===== config.mk =====
export PLATFORM = sky130hd
export DESIGN_NAME = uart_registers
export DESIGN_NICKNAME = d
export VERILOG_FILES = /design/src/rtl/uart_registers.sv
export SDC_FILE = /design/constraint.sdc
export NUM_CORES = 1
export LEC_CHECK = 0
export ABC_AREA = 1
export BUFFER_PORTS_ARGS = -buffer_cell sky130_fd_sc_hd__buf_4
export CAP_MARGIN = 25
export CORE_MARGIN = 2
export CORE_UTILIZATION = 60
export DETAILED_ROUTE_END_ITERATION = 16
export GPL_ROUTABILITY_DRIVEN = 0
export GPL_TIMING_DRIVEN = 0
export HOLD_SLACK_MARGIN = 0.06
export PLACE_DENSITY_LB_ADDON = 0.08
export SLEW_MARGIN = 5
export SYNTH_ARGS = -nofsm -noshare
export SYNTH_HDL_FRONTEND = slang
export SYNTH_SLANG_ARGS = --single-unit

===== constraint.sdc =====
create_clock -name clk -period 2.26 [get_ports clk]
set_input_delay 0.339 -clock clk [delete_from_list [all_inputs] [get_ports clk]]
set_output_delay 0.339 -clock clk [all_outputs]
set_load 0.02 [all_outputs]

===== src/rtl/uart_registers.sv =====
// 8N1 UART with TX/RX FIFOs behind a two-register bus window.
// DATA pushes TX / pops RX; STATUS holds flags, bits 2..3 are W1C.
module uart_fifo #(
  parameter int DEPTH = 8
) (
  input  logic       clk,
  input  logic       rst_n,
  input  logic       push_i,
  input  logic [7:0] wdata_i,
  input  logic       pop_i,
  output logic [7:0] rdata_o,
  output logic       empty_o,
  output logic       full_o
);
  localparam int AW = $clog2(DEPTH);

  logic [AW:0] wp_q, wp_d;
  logic [AW:0] rp_q, rp_d;
  logic [7:0]  mem_q [DEPTH];
  logic        do_push, do_pop;

  assign empty_o = wp_q == rp_q;
  assign full_o  = (wp_q[AW] != rp_q[AW]) &&
                   (wp_q[AW-1:0] == rp_q[AW-1:0]);
  assign do_pop  = pop_i && !empty_o;
  // a pop in the same cycle frees the slot for a push on a full fifo
  assign do_push = push_i && (!full_o || do_pop);
  assign wp_d    = wp_q + {{AW{1'b0}}, do_push};
  assign rp_d    = rp_q + {{AW{1'b0}}, do_pop};
  assign rdata_o = mem_q[rp_q[AW-1:0]];

  always_ff @(posedge clk) begin
    if (do_push) mem_q[wp_q[AW-1:0]] <= wdata_i;
  end

  always_ff @(posedge clk or negedge rst_n) begin
    if (!rst_n) begin
      wp_q <= '0;
      rp_q <= '0;
    end else begin
      wp_q <= wp_d;
      rp_q <= rp_d;
    end
  end
endmodule

module uart_registers #(
  parameter int         CLOCKS_PER_BIT = 434,
  parameter int         FIFO_DEPTH     = 8,
  parameter logic [6:0] BASE_INDEX     = 7'd0
) (
  input  logic        clk,
  input  logic        reset_n,
  input  logic [6:0]  register_index,
  input  logic        register_read,
  input  logic        register_write,
  input  logic [15:0] register_write_value,
  output logic [15:0] register_read_value,
  output logic        uart_tx,
  input  logic        uart_rx
);
  localparam int CW = $clog2(CLOCKS_PER_BIT);
  localparam logic [CW-1:0] BIT_END  = CW'(CLOCKS_PER_BIT - 1);
  localparam logic [CW-1:0] HALF_END = CW'(CLOCKS_PER_BIT / 2 - 1);

  typedef enum logic [1:0] {
    S_IDLE, S_START, S_DATA, S_STOP
  } state_e;

  logic hit_data, hit_stat;
  logic tx_push, tx_pop, tx_empty, tx_full;
  logic rx_push, rx_pop, rx_empty, rx_full;
  logic [7:0] tx_head, rx_head;
  logic clr_ovr, clr_ferr, set_ovr, set_ferr;
  logic ovr_q, ovr_d, ferr_q, ferr_d;
  logic [15:0] status, rd_q, rd_d;
  logic unused_wdata;

  assign hit_data = register_index == BASE_INDEX;
  assign hit_stat = register_index == BASE_INDEX + 7'd1;
  assign tx_push  = register_write && hit_data;
  assign rx_pop   = register_read && hit_data && !rx_empty;
  assign clr_ovr  = register_write && hit_stat && register_write_value[2];
  assign clr_ferr = register_write && hit_stat && register_write_value[3];
  assign unused_wdata = ^register_write_value[15:8];

  // ---------------- transmit ----------------
  state_e      tx_state_q, tx_state_d;
  logic [CW-1:0] tx_cnt_q, tx_cnt_d;
  logic [2:0]  tx_bit_q, tx_bit_d;
  logic [7:0]  tx_sh_q, tx_sh_d;
  logic        tx_end;

  assign tx_end = tx_cnt_q == BIT_END;

  uart_fifo #(.DEPTH(FIFO_DEPTH)) u_tx_fifo (
    .clk     (clk),
    .rst_n   (reset_n),
    .push_i  (tx_push),
    .wdata_i (register_write_value[7:0]),
    .pop_i   (tx_pop),
    .rdata_o (tx_head),
    .empty_o (tx_empty),
    .full_o  (tx_full)
  );

  always_ff @(posedge clk or negedge reset_n) begin
    if (!reset_n) begin
      tx_state_q <= S_IDLE;
      tx_cnt_q   <= '0;
      tx_bit_q   <= '0;
      tx_sh_q    <= '0;
    end else begin
      tx_state_q <= tx_state_d;
      tx_cnt_q   <= tx_cnt_d;
      tx_bit_q   <= tx_bit_d;
      tx_sh_q    <= tx_sh_d;
    end
  end

  always_comb begin
    tx_state_d = tx_state_q;
    tx_cnt_d   = tx_cnt_q;
    tx_bit_d   = tx_bit_q;
    tx_sh_d    = tx_sh_q;
    unique case (tx_state_q)
      S_IDLE: if (tx_pop) begin
        tx_state_d = S_START;
        tx_cnt_d   = '0;
        tx_sh_d    = tx_head;
      end
      S_START: if (tx_end) begin
        tx_state_d = S_DATA;
        tx_cnt_d   = '0;
        tx_bit_d   = '0;
      end else tx_cnt_d = tx_cnt_q + CW'(1);
      S_DATA: if (tx_end) begin
        tx_cnt_d = '0;
        tx_sh_d  = {1'b0, tx_sh_q[7:1]};
        tx_bit_d = tx_bit_q + 3'd1;
        if (tx_bit_q == 3'd7) tx_state_d = S_STOP;
      end else tx_cnt_d = tx_cnt_q + CW'(1);
      S_STOP: if (tx_end) begin
        tx_cnt_d   = '0;
        tx_state_d = tx_pop ? S_START : S_IDLE;
        if (tx_pop) tx_sh_d = tx_head;
      end else tx_cnt_d = tx_cnt_q + CW'(1);
    endcase
  end

  always_comb begin
    uart_tx = 1'b1;
    tx_pop  = 1'b0;
    unique case (tx_state_q)
      S_IDLE:  tx_pop  = !tx_empty;
      S_START: uart_tx = 1'b0;
      S_DATA:  uart_tx = tx_sh_q[0];
      S_STOP:  tx_pop  = tx_end && !tx_empty;
    endcase
  end

  // ---------------- receive ----------------
  logic [1:0]  sync_q;
  logic        rx_prev_q, rx_s, rx_smp;
  state_e      rx_state_q, rx_state_d;
  logic [CW-1:0] rx_cnt_q, rx_cnt_d;
  logic [2:0]  rx_bit_q, rx_bit_d;
  logic [7:0]  rx_sh_q, rx_sh_d;
  logic        rx_brk_q, rx_brk_d;
  logic        rx_end;

  assign rx_s   = sync_q[1];
  assign rx_end = rx_cnt_q == BIT_END;

  uart_fifo #(.DEPTH(FIFO_DEPTH)) u_rx_fifo (
    .clk     (clk),
    .rst_n   (reset_n),
    .push_i  (rx_push),
    .wdata_i (rx_sh_q),
    .pop_i   (rx_pop),
    .rdata_o (rx_head),
    .empty_o (rx_empty),
    .full_o  (rx_full)
  );

  always_ff @(posedge clk or negedge reset_n) begin
    if (!reset_n) begin
      sync_q     <= 2'b11;
      rx_prev_q  <= 1'b1;
      rx_state_q <= S_IDLE;
      rx_cnt_q   <= '0;
      rx_bit_q   <= '0;
      rx_sh_q    <= '0;
      rx_brk_q   <= 1'b0;
    end else begin
      sync_q     <= {sync_q[0], uart_rx};
      rx_prev_q  <= rx_s;
      rx_state_q <= rx_state_d;
      rx_cnt_q   <= rx_cnt_d;
      rx_bit_q   <= rx_bit_d;
      rx_sh_q    <= rx_sh_d;
      rx_brk_q   <= rx_brk_d;
    end
  end

  always_comb begin
    rx_state_d = rx_state_q;
    rx_cnt_d   = rx_cnt_q;
    rx_bit_d   = rx_bit_q;
    rx_sh_d    = rx_sh_q;
    rx_brk_d   = rx_brk_q;
    unique case (rx_state_q)
      S_IDLE: if (rx_prev_q && !rx_s) begin
        rx_state_d = S_START;
        rx_cnt_d   = '0;
      end
      S_START: if (rx_cnt_q == HALF_END) begin
        rx_cnt_d   = '0;
        rx_bit_d   = '0;
        rx_state_d = rx_s ? S_IDLE : S_DATA;
      end else rx_cnt_d = rx_cnt_q + CW'(1);
      S_DATA: if (rx_end) begin
        rx_cnt_d = '0;
        rx_sh_d  = {rx_s, rx_sh_q[7:1]};
        rx_bit_d = rx_bit_q + 3'd1;
        if (rx_bit_q == 3'd7) rx_state_d = S_STOP;
      end else rx_cnt_d = rx_cnt_q + CW'(1);
      // after a bad stop bit, wait out the break before rearming
      S_STOP: if (rx_brk_q) begin
        if (rx_s) begin
          rx_state_d = S_IDLE;
          rx_brk_d   = 1'b0;
        end
      end else if (rx_end) begin
        rx_cnt_d = '0;
        if (rx_s) rx_state_d = S_IDLE;
        else rx_brk_d = 1'b1;
      end else rx_cnt_d = rx_cnt_q + CW'(1);
    endcase
  end

  always_comb begin
    rx_smp   = (rx_state_q == S_STOP) && !rx_brk_q && rx_end;
    rx_push  = rx_smp && rx_s;
    set_ovr  = rx_push && rx_full && !rx_pop;
    set_ferr = rx_smp && !rx_s;
  end

  // ---------------- registers ----------------
  assign ovr_d  = set_ovr || (ovr_q && !clr_ovr);
  assign ferr_d = set_ferr || (ferr_q && !clr_ferr);
  assign status = {11'h0, (tx_state_q != S_IDLE) || !tx_empty,
                   ferr_q, ovr_q, !tx_full, !rx_empty};

  always_comb begin
    rd_d = rd_q;
    if (register_read) begin
      rd_d = '0;
      unique case (1'b1)
        hit_data: rd_d = {8'h0, rx_empty ? 8'h0 : rx_head};
        hit_stat: rd_d = status;
        default:  ;
      endcase
    end
  end

  always_ff @(posedge clk or negedge reset_n) begin
    if (!reset_n) begin
      rd_q   <= '0;
      ovr_q  <= 1'b0;
      ferr_q <= 1'b0;
    end else begin
      rd_q   <= rd_d;
      ovr_q  <= ovr_d;
      ferr_q <= ferr_d;
    end
  end

  assign register_read_value = rd_q;
endmodule


Word-level counts from Yosys, hierarchy flattened
Memories as Yosys holds them, arrays and structs flattened.
Cells that the tools add are included.
{"block": "classes", "mux": 45, "order_cmp": 0, "addsub": 8, "multipliers": 0, "div": 0, "n_bitwise": 0, "shifts": 0, "n_reduce_logical": 51, "n_eq_ne": 29}
{"cell": "$mux 9", "n": 6}
{"cell": "$pmux 9 s4", "n": 1}
{"cell": "$mux 8", "n": 4}
{"cell": "$mux 2", "n": 13}
{"cell": "$pmux 8 s3", "n": 1}
{"cell": "$logic_and 1x1->1", "n": 22}
{"cell": "$ne 2x2->1 const B", "n": 10}
{"cell": "$add 9x1->9 const B", "n": 2}
{"cell": "$eq 9x9->1 const B", "n": 2}
{"cell": "$pmux 9 s2", "n": 1}
{"cell": "$add 4x1->4", "n": 4}
{"cell": "$pmux 2 s4", "n": 2}
{"cell": "$pmux 8 s2", "n": 1}
{"cell": "$mux 3", "n": 4}
{"cell": "$pmux 3 s2", "n": 2}
{"cell": "$reduce_and 5->1", "n": 2}
{"cell": "$eq 9x8->1 const B", "n": 1}
{"cell": "$logic_not 1->1", "n": 9}
{"cell": "$reduce_and 3->1", "n": 3}
{"cell": "$eq 2x2->1 const B", "n": 4}
{"cell": "$eq 4x4->1", "n": 2}
{"cell": "$mux 1", "n": 8}
{"cell": "$eq 7x1->1 const B", "n": 1}
{"cell": "$logic_not 7->1", "n": 1}
{"cell": "other kinds (13)", "n": 27}
{"block": "totals", "ff_bits": 82, "out_inout_bits": 17, "ram_bits": 128, "latchBits": 0, "inputBits": 28, "mem_count": 2, "word_cells": 153, "romBits": 0}
{"name": "u_rx_fifo.mem_q", "depth": 8, "word_bits": 8, "read_ports": 1, "rd_clocked_by_memory_dff": 0, "write_ports": 1, "line_no": "19", "source": "logic [7:0] mem_q [DEPTH];"}
{"name": "u_tx_fifo.mem_q", "depth": 8, "word_bits": 8, "read_ports": 1, "rd_clocked_by_memory_dff": 0, "write_ports": 1, "line_no": "19"}

Longest topological paths before layout
{"block": "depth", "ltp_word": 9, "ltp_mapped": 13, "ltp_nobuf": 13}

By module
Synthesis repeated with hierarchy kept, for this count alone.
{"block": "unflattened", "cells_unflattened": 887, "hier_area_um2": 9135.0}
{"module": "uart_fifo", "instances": 2, "area_each_um2": 2940.3, "cells_per_inst": 239}
{"module": "uart_registers", "instances": 1, "area_each_um2": 3254.4, "cells_per_inst": 409}

Worst setup path after synthesis
No wires, ideal clock.
{"block": "synth_timing", "path_kind": "flip-flop to flip-flop", "start": "register rx_cnt_q[1]", "end": "memory u_rx_fifo.mem_q[0][0] (enable)", "path_slack_ps": 197, "setup_time_ps": 370, "t_arrival_ps": 1693, "required_time_ps": 1890, "stages_incl_launch_ff": 11, "path_buffers": 0, "path_cell_list": "dfrtp_1 inv_1 ha_1 nand2_1 nor3_1 nand2_1 inv_1 nand3_1 nor2_1 nand2_2 nor2_1"}
{"block": "synth_between", "elab_chain_cells": 6}
{"item": "start: declaration", "line_no": "166", "source": "logic [CW-1:0] rx_cnt_q, rx_cnt_d;"}
{"item": "start signal: assignment", "line_no": "199", "source": "rx_cnt_q <= rx_cnt_d;"}
{"item": "$eq 9x9->1", "line_no": "173", "source": "assign rx_end = rx_cnt_q == BIT_END;"}
{"item": "$logic_and 1x1->1", "line_no": "243", "source": "rx_smp = (rx_state_q == S_STOP) && !rx_brk_q && rx_end;"}
{"item": "$logic_and 1x1->1", "line_no": "244", "source": "rx_push = rx_smp && rx_s;"}
{"item": "$logic_and 1x1->1", "line_no": "27", "source": "assign do_push = push_i && (!full_o || do_pop);"}
{"item": "$mux 1", "line_no": "33", "source": "if (do_push) mem_q[wp_q[AW-1:0]] <= wdata_i;"}
{"item": "$mux 1 (not written as such)", "line_no": "33"}
{"item": "end: declaration", "line_no": "19"}
Every way passes these cells.

Worst setup path after layout
{"block": "layout_timing", "start": "register rx_cnt_q[1]", "end": "memory u_rx_fifo.mem_q[1][6] (enable)"}
Same word-level chain as after synthesis.

==> results by group <==
Synthesis
  – Cell taking the most area after synthesis: edfxtp_1
  – Post-synthesis register bit count: 202
  – Top cells by area, synth: edfxtp_1, dfrtp_1, nand2_1, nor2_1, o21ai_0
  – Count leader, synth: nand2_1
  – Mapped cell area: 9080 um^2
  – Avg Synthesized Cell Area: 9.85 um^2
  – Seq/Total Area, Yosys: a little over three fifths
  – Number of flops mapped to enable cells by yosys: 128
  – Share of the synthesized area in the top cell type: 42.3%
  – Syn Inst Count: 922
  – Synth Warn #: 0
  – Synth unique cells: 35
  – Most instantiated cells after synthesis: nand2_1, nor2_1, edfxtp_1
  – Asr flop ratio synth: between 30% and 40%
  – Leading register cell type out of synthesis: edfxtp_1

Worst hold path
  – Hold Crit Class: input pin to flop
  – Worst Hold Launch: register_write_value[7]

Routing
  – 1st-iter DRT viols: between 500 and 600
  – Vias per inst: 5.41
  – ANT nets after route: 0
  – Detailed Routing Iterations Pass 1: 7
  – Final WL: 19100 um
  – Vias: 6503
  – DRC viols: 0
  – WL/cell: 15.9 um

Critical path
  – CP arrival: 2.37 ns
  – CP max FO: 8
  – Slowest stage cell on the critical path: dfrtp_1
  – R2R Path Start: rx_cnt_q[1]$_DFFE_PN0P_
  – CP startpoint: rx_cnt_q[1]$_DFFE_PN0P_
  – Crit start category: flop
  – Worst path max stage delay: ~0.41 ns
  – Worst path required time: 2.45 ns
  – Critical path class: flop to flop
  – Reg2reg setup slack: 0.08 ns
  – CP Capture Type: flop
  – Crit-path cells: inv_2, ha_1, nand2_1, nor3_1, nand2_1, inv_2, nand3_2, nor2_4, nand2_4, buf_4, nor2_4, buf_12

Global routing
  – First-pass GRT wire length: 30500 um
  – Vias in the first global route: around 6200
  – Largest net degree at the start of global routing: 75
  – Gr ovfl total: 0
  – Initial antenna violation count: 0
  – GRT Total Usage: 24.0%

STA
  – Worst Tran Pin Value: just under 0.8 ns
  – Setup WS post-layout: 0.0843 ns
  – Max Fclk: around 0.46 GHz
  – Min Tclk post-route: approximately 2.2 ns
  – Setup violators final: 0
  – Max Transition Viols Final: 0
  – Final Hold Viols: 0
  – Worst hold margin: 0.0882 ns
  – Slew headroom: 46.8%
  – Final cycle utilization of the critical path: approximately 96%
  – Max Clock Skew: 0.0106 ns

Power and ir drop
  – Comb pwr share: 5.4%
  – Power Internal: 5.98 mW
  – Part of the power in registers: 53.3%
  – Net switching power: ~1.7 mW
  – Max VDD drop: 647 uV
  – Power Dens Cells: a little over 700 nW/um^2
  – Net Sw Frac: 21.8%
  – Clock power share: 41.3%
  – Leak pwr: 4.89 nW

Clock network
  – Longest Clk Path Bufs: 3
  – Cts bufs inserted: 21
  – Latest clock arrival within the worst-skew pair: 0.49 ns
  – H-tree Lvls: 1
  – Clock sink count: around 200
  – Worst-path clk slew: 0.07 ns
  – Root Driver: clkbuf_16
  – CTS tree: done

Floorplanning
  – Die Height: roughly 130 um
  – # rows: 44
  – Initial core utilization: just over 60%
  – Die area: 16100 um^2
  – Core area: 14600 um^2
  – DIE WIDTH: ~130 um
  – Io pins: 45

Placement
  – PortBufs: 28
  – Post-DP HPWL: 12000 um
  – Pre-CTS setup slack: -0.547 ns

Status
  – Run status: completed

Cells and area
  – Register area: 5700 um^2
  – ANT cells: 0
  – Final nets: 1055
  – Area delta synth->final: 17.9%
  – Multi-input logic area: a little over 3000 um^2
  – Fillers: 1012
  – Layout cells sized above 1: 14.7%

Run
  – Max-cap violations: 0
power by group through the flow:
stage                     combinational [mW]  sequential, mW  clock, mW
after floorplan                        0.265            4.13          0
after global placement                 0.390            4.15          0
after detailed placement               0.398            4.15          0
after CTS                              0.406            4.07       3.18
after global routing                   0.475            4.09       3.34
final                                  0.416            4.08       3.16
final cells by class:
type / count / share of cell area (%)
plain buffers: 34 / 1.79
clock buffers: 28 / 5.15
clock inverters: 9 / 0.631
inverters: 81 / 2.84
multi-input cells: 613 / 29.0
flip-flops and latches: 202 / 53.2
well taps: 184 / 2.15
repair buffers: 52 / 5.28
critical path: cells and delay by family, from the launching register on:
kind	cells	cell delay [ns]
AND/OR/NAND/NOR	7	0.85
flip-flops	1	0.41
adder cells (fa/ha/maj)	1	0.13
buffers and inverters	4	0.49
routing by layer:
metal	track usage [%]	wire length (um)	part of all wire, %	up-vias
li1	-	-	-	3224
met3	3.52	979	5.1	56
met2	41.7	9470	50	199
met5	0	0	0	-
met4	8.60	663	3.5	0
met1	31.1	8010	42	3024
registers in the layout, summed over array words and instances (netlist names), 3 cells and up, named ones only:
| name | count |
|---|---|
| u_rx_fifo.mem_q | 64 |
| u_rx_fifo.wp_q | 4 |
| tx_cnt_q | 9 |
| tx_bit_q | 3 |
| rx_sh_q | 8 |
| u_tx_fifo.mem_q | 64 |
| u_rx_fifo.rp_q | 4 |
| u_tx_fifo.wp_q | 4 |
| tx_sh_q | 8 |
| rx_bit_q | 3 |
| u_tx_fifo.rp_q | 4 |
| rx_cnt_q | 9 |
| register_read_value | 8 |
cells by family after synthesis:
group | Yosys count | synth area share, %
AO/OA/AOI/OAI | 115 | 6.89
adder cells (fa/ha/maj) | 22 | 3.03
AND/OR/NAND/NOR | 452 | 20.4
other | 1 | 0.0413
flip-flops | 202 | 62.7
buffers and inverters | 115 | 5.44
XOR/XNOR | 15 | 1.45
through the flow:
stage / power (mW) / util, % / std cells / area (um^2) / TNS, ns
final: 7.65 / 73.2 / 1203 / 10700 / 0
after global routing: 7.90 / 73.2 / 1203 / 10700 / -0.451
after CTS: 7.66 / 72.1 / 1194 / 10600 / 0
after detailed placement: 4.54 / 65.2 / 1141 / 9550 / -48.97
after global placement: 4.54 / 65.2 / 1141 / 9550 / -44.96
after floorplan: 4.40 / - / 929 / 9110 / 0
cell usage in the layout, fill, tap and decap left out, types with 21 or more instances in the layout:
| master | synthesis | final |
|---|---|---|
| ha_1 | 22 | 22 |
| nand3_1 | 61 | 58 |
| o21ai_0 | 70 | 70 |
| nand2_1 | 226 | 224 |
| inv_1 | 76 | 74 |
| buf_4 | 10 | 47 |
| edfxtp_1 | 128 | 128 |
| clkbuf_16 | 0 | 21 |
| dfrtp_1 | 71 | 71 |
| nor2_1 | 140 | 122 |
worst paths after layout:
check	to	cells after the start
max	u_rx_fifo.mem_q[1][6]$_DFFE_PP_	12
min	u_tx_fifo.mem_q[4][7]$_DFFE_PP_	1
max reg2reg	u_rx_fifo.mem_q[1][6]$_DFFE_PP_	12
min reg2reg	sync_q[1]$_DFF_PN1_	0
max in group asynchronous	rx_prev_q$_DFF_PN1_	3
min in group asynchronous	tx_sh_q[4]$_DFFE_PN0P_	2
repair_timing:
item | in CTS | in global routing
hold endpoints to repair | 49 | 0
hold buffers | 2 | 0
endpoints found under the setup margin | 129 | 136
cloned | 1 | 0
resized for setup | 37 | 12
buffers inserted | 13 | 8
pin swaps | 14 | 6
Power figures use the tool's default switching activity.
